===== src/rtl/noc_pkg.sv =====
// Shared NoC flit definitions: flit type encoding and packet-framing FSM states,
// common to the send- and receive-side link blocks.
package noc_pkg;

  localparam int FLIT_TYPE_W = 2;

  typedef enum logic [FLIT_TYPE_W-1:0] {
    FLIT_BODY   = 2'b00,
    FLIT_TAIL   = 2'b01,
    FLIT_HEAD   = 2'b10,
    FLIT_SINGLE = 2'b11
  } flit_type_e;

  typedef enum logic {
    ST_IDLE   = 1'b0,
    ST_PACKET = 1'b1
  } pkt_state_e;

  // HEAD and SINGLE both open a new packet; BODY and TAIL only continue one.
  function automatic logic is_pkt_start(input flit_type_e t);
    return (t == FLIT_HEAD) || (t == FLIT_SINGLE);
  endfunction

endpackage


===== src/rtl/flit_sender.sv =====
// Pops flits from a FWFT buffer into a one-deep registered link stage and tracks packet framing.
// Define FLIT_SENDER_PKT_CHECK_EN to build the sticky out-of-sequence error detector.
module flit_sender
  import noc_pkg::*;
#(
  parameter int DATA_WIDTH  = 32,
  parameter int TYPE_WIDTH  = 2,
  parameter int COUNT_WIDTH = 8
) (
  input  logic                   clk,
  input  logic                   rst,
  input  logic                   fifo_empty,
  output logic                   fifo_rd_en,
  input  logic [DATA_WIDTH-1:0]  fifo_dout,
  output logic [DATA_WIDTH-1:0]  data_out,
  output logic                   valid_out,
  input  logic                   ready_in,
  output logic                   pkt_active,
  output logic [COUNT_WIDTH-1:0] flit_count,
  output logic                   error
);

  pkt_state_e             state_q, state_d;
  logic [DATA_WIDTH-1:0]  data_q,  data_d;
  logic                   valid_q, valid_d;
  logic [COUNT_WIDTH-1:0] count_q, count_d;

  logic [TYPE_WIDTH-1:0]  type_field;
  flit_type_e             ftype;

  function automatic logic [COUNT_WIDTH-1:0] sat_inc(input logic [COUNT_WIDTH-1:0] v);
    return (&v) ? v : v + COUNT_WIDTH'(1);
  endfunction

  assign type_field = fifo_dout[DATA_WIDTH-1 -: TYPE_WIDTH];
  assign ftype      = flit_type_e'(type_field[TYPE_WIDTH-1 -: FLIT_TYPE_W]);

  // Pop whenever the output stage is empty or being drained this cycle.
  assign fifo_rd_en = rst & ~fifo_empty & (~valid_q | ready_in);

  always_comb begin
    state_d = state_q;
    data_d  = data_q;
    valid_d = valid_q;
    count_d = count_q;
    if (fifo_rd_en) begin
      data_d  = fifo_dout;
      valid_d = 1'b1;
      case (ftype)
        FLIT_HEAD: begin
          state_d = ST_PACKET;
          count_d = COUNT_WIDTH'(1);
        end
        FLIT_SINGLE: begin
          state_d = ST_IDLE;
          count_d = COUNT_WIDTH'(1);
        end
        default: begin
          // Stray BODY/TAIL in IDLE is forwarded but does not touch framing state.
          if (state_q == ST_PACKET) begin
            count_d = sat_inc(count_q);
            if (ftype == FLIT_TAIL) state_d = ST_IDLE;
          end
        end
      endcase
    end else if (ready_in) begin
      valid_d = 1'b0;
    end
  end

  always_ff @(posedge clk or negedge rst) begin
    if (!rst) begin
      state_q <= ST_IDLE;
      data_q  <= '0;
      valid_q <= 1'b0;
      count_q <= '0;
    end else begin
      state_q <= state_d;
      data_q  <= data_d;
      valid_q <= valid_d;
      count_q <= count_d;
    end
  end

  assign data_out   = data_q;
  assign valid_out  = valid_q;
  assign flit_count = count_q;
  assign pkt_active = (state_q == ST_PACKET);

`ifdef FLIT_SENDER_PKT_CHECK_EN
  logic oos;
  logic err_q, err_d;

  // Out of sequence: a packet start while in PACKET, or a continuation while IDLE.
  assign oos   = fifo_rd_en & (is_pkt_start(ftype) == (state_q == ST_PACKET));
  assign err_d = err_q | oos;

  always_ff @(posedge clk or negedge rst) begin
    if (!rst) err_q <= 1'b0;
    else      err_q <= err_d;
  end

  assign error = err_q;
`else
  assign error = 1'b0;
`endif

endmodule

===== config.mk =====
export PLATFORM = sky130hd
export DESIGN_NAME = flit_sender
export DESIGN_NICKNAME = d
export VERILOG_FILES = /design/src/rtl/noc_pkg.sv /design/src/rtl/flit_sender.sv
export SDC_FILE = /design/constraint.sdc
export NUM_CORES = 1
export LEC_CHECK = 0
export ABC_CLOCK_PERIOD_IN_PS = 1850
export BUFFER_PORTS_ARGS = -buffer_cell sky130_fd_sc_hd__buf_2
export CORE_MARGIN = 2
export CORE_UTILIZATION = 42
export CTS_BUF_LIST = sky130_fd_sc_hd__clkbuf_16
export DETAILED_ROUTE_END_ITERATION = 12
export GPL_TIMING_DRIVEN = 0
export PLACE_DENSITY = 0.78
export SYNTH_ARGS = -nofsm -noshare
export SYNTH_HDL_FRONTEND = slang
export SYNTH_SLANG_ARGS = --single-unit

===== constraint.sdc =====
create_clock -name clk -period 1.85 [get_ports clk]
set_clock_uncertainty 0.2 [all_clocks]
set_input_delay 0.555 -clock clk [delete_from_list [all_inputs] [get_ports clk]]
set_output_delay 0.555 -clock clk [all_outputs]
set_load 0.005 [all_outputs]

==> key figures <==
Outcome
  – Violated checks: setup timing
  – Outcome: complete, but fails checks

Worst setup path
  – Worst r2r src: flit_count[0]$_DFFE_PN0P_
  – Critical path peak fanout: 2
  – Crit Path Class: input port to output port
  – CP Capture Type: output port
  – Critical Path Source: fifo_empty
  – WP data required: 1.09 ns
  – Critical Path AT: approximately 1.2 ns
  – Startpoint Class: input port

Synth
  – Post-synth EDFFs: 0
  – Synth unique cells: 39
  – Largest area contributor in the netlist: dfrtp_1
  – Top_reg_cell synth: dfrtp_1
  – Mapped Cells: 202
  – Post-Syn Nets: roughly 240
  – Syn Std Cell Area: 1830 um^2
  – Flops & latches, synth: 42
  – Dominant cells by area after synthesis: dfrtp_1 57%, nand2_1 20%, buf_6 1.2%, o211ai_1 1.2%, a221o_1 1.1%
  – Count leader, synth: nand2_1
  – Sequential share of the synthesized area: a little under three fifths
  – Async SR Flop Fraction: 100%
  – Synthesis Warnings: 0
  – Post-Syn Area per Cell: approximately 9 um^2
  – Most frequent cells after synthesis: 99 x nand2_1, 42 x dfrtp_1, 5 x clkbuf_1
  – Synth top area share: a little under three fifths

Power
  – Sequential fraction of design power: a little over two fifths
  – Cell Int Power: between 2 and 2.5 mW
  – Pwr Total: between 2 and 3 mW
  – Logic pwr share: 22.1%
  – Net Switching: between 700 and 800 uW
  – Peak supply drop: around 0.00060 V
  – Power per Cell Area: 1070 nW/um^2
  – Clock power frac: roughly a third
  – Switching Share: ~28%
  – Leak: 1.42 nW

Drt
  – Post-DR wirelength/cell: between 10 and 15 um
  – Drt pass-1 iters: 4
  – WL final: ~4.5 mm
  – DR iter-0 viols: around 130
  – Detailed-route DRC error count: 0
  – DR vias/cell: between 4 and 5
  – Vias: 1668
  – Final ANT Viol Nets: 0

Floorplan
  – Die H: between 70 and 80 um
  – Die width: 70.0 um
  – Std cell rows: 24
  – Die Area: a little under 5000 um^2
  – Initial Util: a little over two fifths
  – IO Count: 80
  – Core area: 4260 um^2

Timing
  – RSZ-0062 raised after global routing: true
  – Final worst setup slack: -0.106 ns
  – Fin Setup TNS: -0.106 ns
  – Max-slew violations: 0
  – Period utilization: 106%
  – Post-route minimum period: 1.96 ns
  – Final Hold Viols: 0
  – Hold_ws: 0.0113 ns
  – F_max: ~510 MHz
  – Setup violations, final: 1

Clock network
  – Clock root cell: clkbuf_16
  – CTS buffer count: 5
  – H-tree depth: 2
  – CTS tree: done
  – CTS max path bufs: 2
  – Worst-Skew Late Latency: roughly 0.28 ns
  – Clock-pin transition on the worst setup and hold timing paths: 0.06 ns
  – Clk sinks: between 40 and 50

Worst hold path
  – Hold WC Path Type: input port to async pin

Cells and area
  – Ant. Diodes: 0
  – Nets: 327
  – Non-filler cells, final: ~340
  – Final design utilization: about 61%
  – FILL cells: ~370
  – Fraction of layout cells with a size suffix above 1: between 30% and 40%
  – Area growth syn-to-layout: 42.4%

Placement
  – DP HPWL: roughly 2.8 mm
  – IO buf count: 77
  – Routability Congestion: approximately 0.8
  – Dpl cells: ~330

GRT
  – GR Util All Layers: between 10% and 20%
  – Number of global-route vias before repair: ~1500
  – Pin count of the biggest net entering global routing: 22
  – Initial antenna violation count: 0
  – Global-route wire length before repair: between 7 and 8 mm
  – GRT overflow: 0

Run
  – MaxCap Viol Count: 0
## sequential cells by signal, indices dropped and copies added, names as in the netlist
register	count
data_out	32
flit_count	8
pkt_active	1
valid_out	1
## power groups by stage
| stage | logic (mW) | registers (mW) | clock network (mW) |
|---|---|---|---|
| floorplan | 0.286 | 1.22 | 0 |
| global placement | 0.555 | 1.22 | 0 |
| detailed placement | 0.571 | 1.22 | 0 |
| CTS | 0.610 | 1.20 | 0.985 |
| global route | 0.701 | 1.23 | 1.03 |
| finish | 0.621 | 1.21 | 0.975 |
## what timing repair did
action,4_1_cts,5_1_grt
buffers inserted,2,0
hold buffers,2,0
endpoints found under the setup margin,42,38
gates resized for setup,12,8
pin swaps,1,1
cloned,2,0
hold endpoints to repair,21,0
## layout make-up
| cell class | instances | area [um^2] | share of cell area (%) |
|---|---|---|---|
| Tap cell | 52 | 65.1 | 2.50 |
| Clock buffer | 5 | 125 | 4.80 |
| Clock inverter | 3 | 37.5 | 1.44 |
| Multi-Input combinational cell | 145 | 724 | 27.8 |
| Buffer | 10 | 65.1 | 2.50 |
| Inverter | 3 | 18.8 | 0.720 |
| Sequential cell | 42 | 1050 | 40.3 |
| Timing Repair Buffer | 83 | 520 | 20.0 |
## worst max-delay path, cell delays in order
cell and delay (ns):
buf_6 0.09, nand2b_4 0.13, or2_4 0.28, inv_8 0.06
buf_6 0.08
## metrics by stage
step,setup WS [ns],area (um^2)
floorplan,-0.0884,1840
global placement,-1.05,2290
detailed placement,-1.09,2290
CTS,-0.161,2590
global route,-0.131,2610
finish,-0.106,2610
## cells by family (layout without fill, tap and decap cells)
kind of cell,Yosys count,in the layout,synth area share [%]
AOI/OAI and AO/OA,22,22,8.95
adders and majority gates,1,1,0.683
buffers and inverters,15,104,4.51
DFF,42,42,57.4
other,1,1,0.205
and+or+nand+nor,121,121,28.2
## metal layers
layer	global-route usage (%)	up-vias	wire length [um]
met5	0	-	0
met4	7.69	0	72
met3	3.75	8	267
met2	29.3	65	2120
met1	27.3	762	2000
li1	-	833	-
## cells in the final DEF (no fill, tap or decap), drive strengths merged
cell | Yosys | layout
a21oi | 3 | 3
a221o | 2 | 2
a22o | 1 | 1
a22oi | 1 | 1
a311oi | 1 | 1
a31oi | 1 | 1
and2 | 1 | 1
and3 | 2 | 2
and4 | 1 | 1
buf | 7 | 84
bufbuf | 0 | 2
bufinv | 0 | 1
clkbuf | 5 | 10
conb | 1 | 1
dfrtp | 42 | 42
dlygate4sd3 | 0 | 2
ha | 1 | 1
inv | 3 | 5
nand2 | 99 | 99
nand2b | 1 | 1
nand3 | 3 | 3
nand4 | 3 | 3
nor2 | 2 | 2
nor2b | 3 | 3
nor3 | 1 | 1
nor4 | 3 | 3
o2111ai | 1 | 1
o211ai | 3 | 3
o21a | 1 | 1
o21ai | 4 | 4
o31ai | 2 | 2
o41a | 1 | 1
o41ai | 1 | 1
or2 | 1 | 1
or2b | 1 | 1
## path summary, 6_finish.rpt
path,to,slack [ns],cells past startpoint
hold reg to reg,data_out[3]$_DFFE_PN0P_,0.27,2
hold / removal,data_out[4]$_DFFE_PN0P_,0.01,1
setup reg to reg,flit_count[5]$_DFFE_PN0P_,0.06,5
setup / recovery,fifo_rd_en,-0.11,5
min in group clk,pkt_active$_DFFE_PN0P_,0.25,2
max in group asynchronous,data_out[20]$_DFFE_PN0P_,0.56,2
No activity file was read; power rests on OpenSTA's default activity.
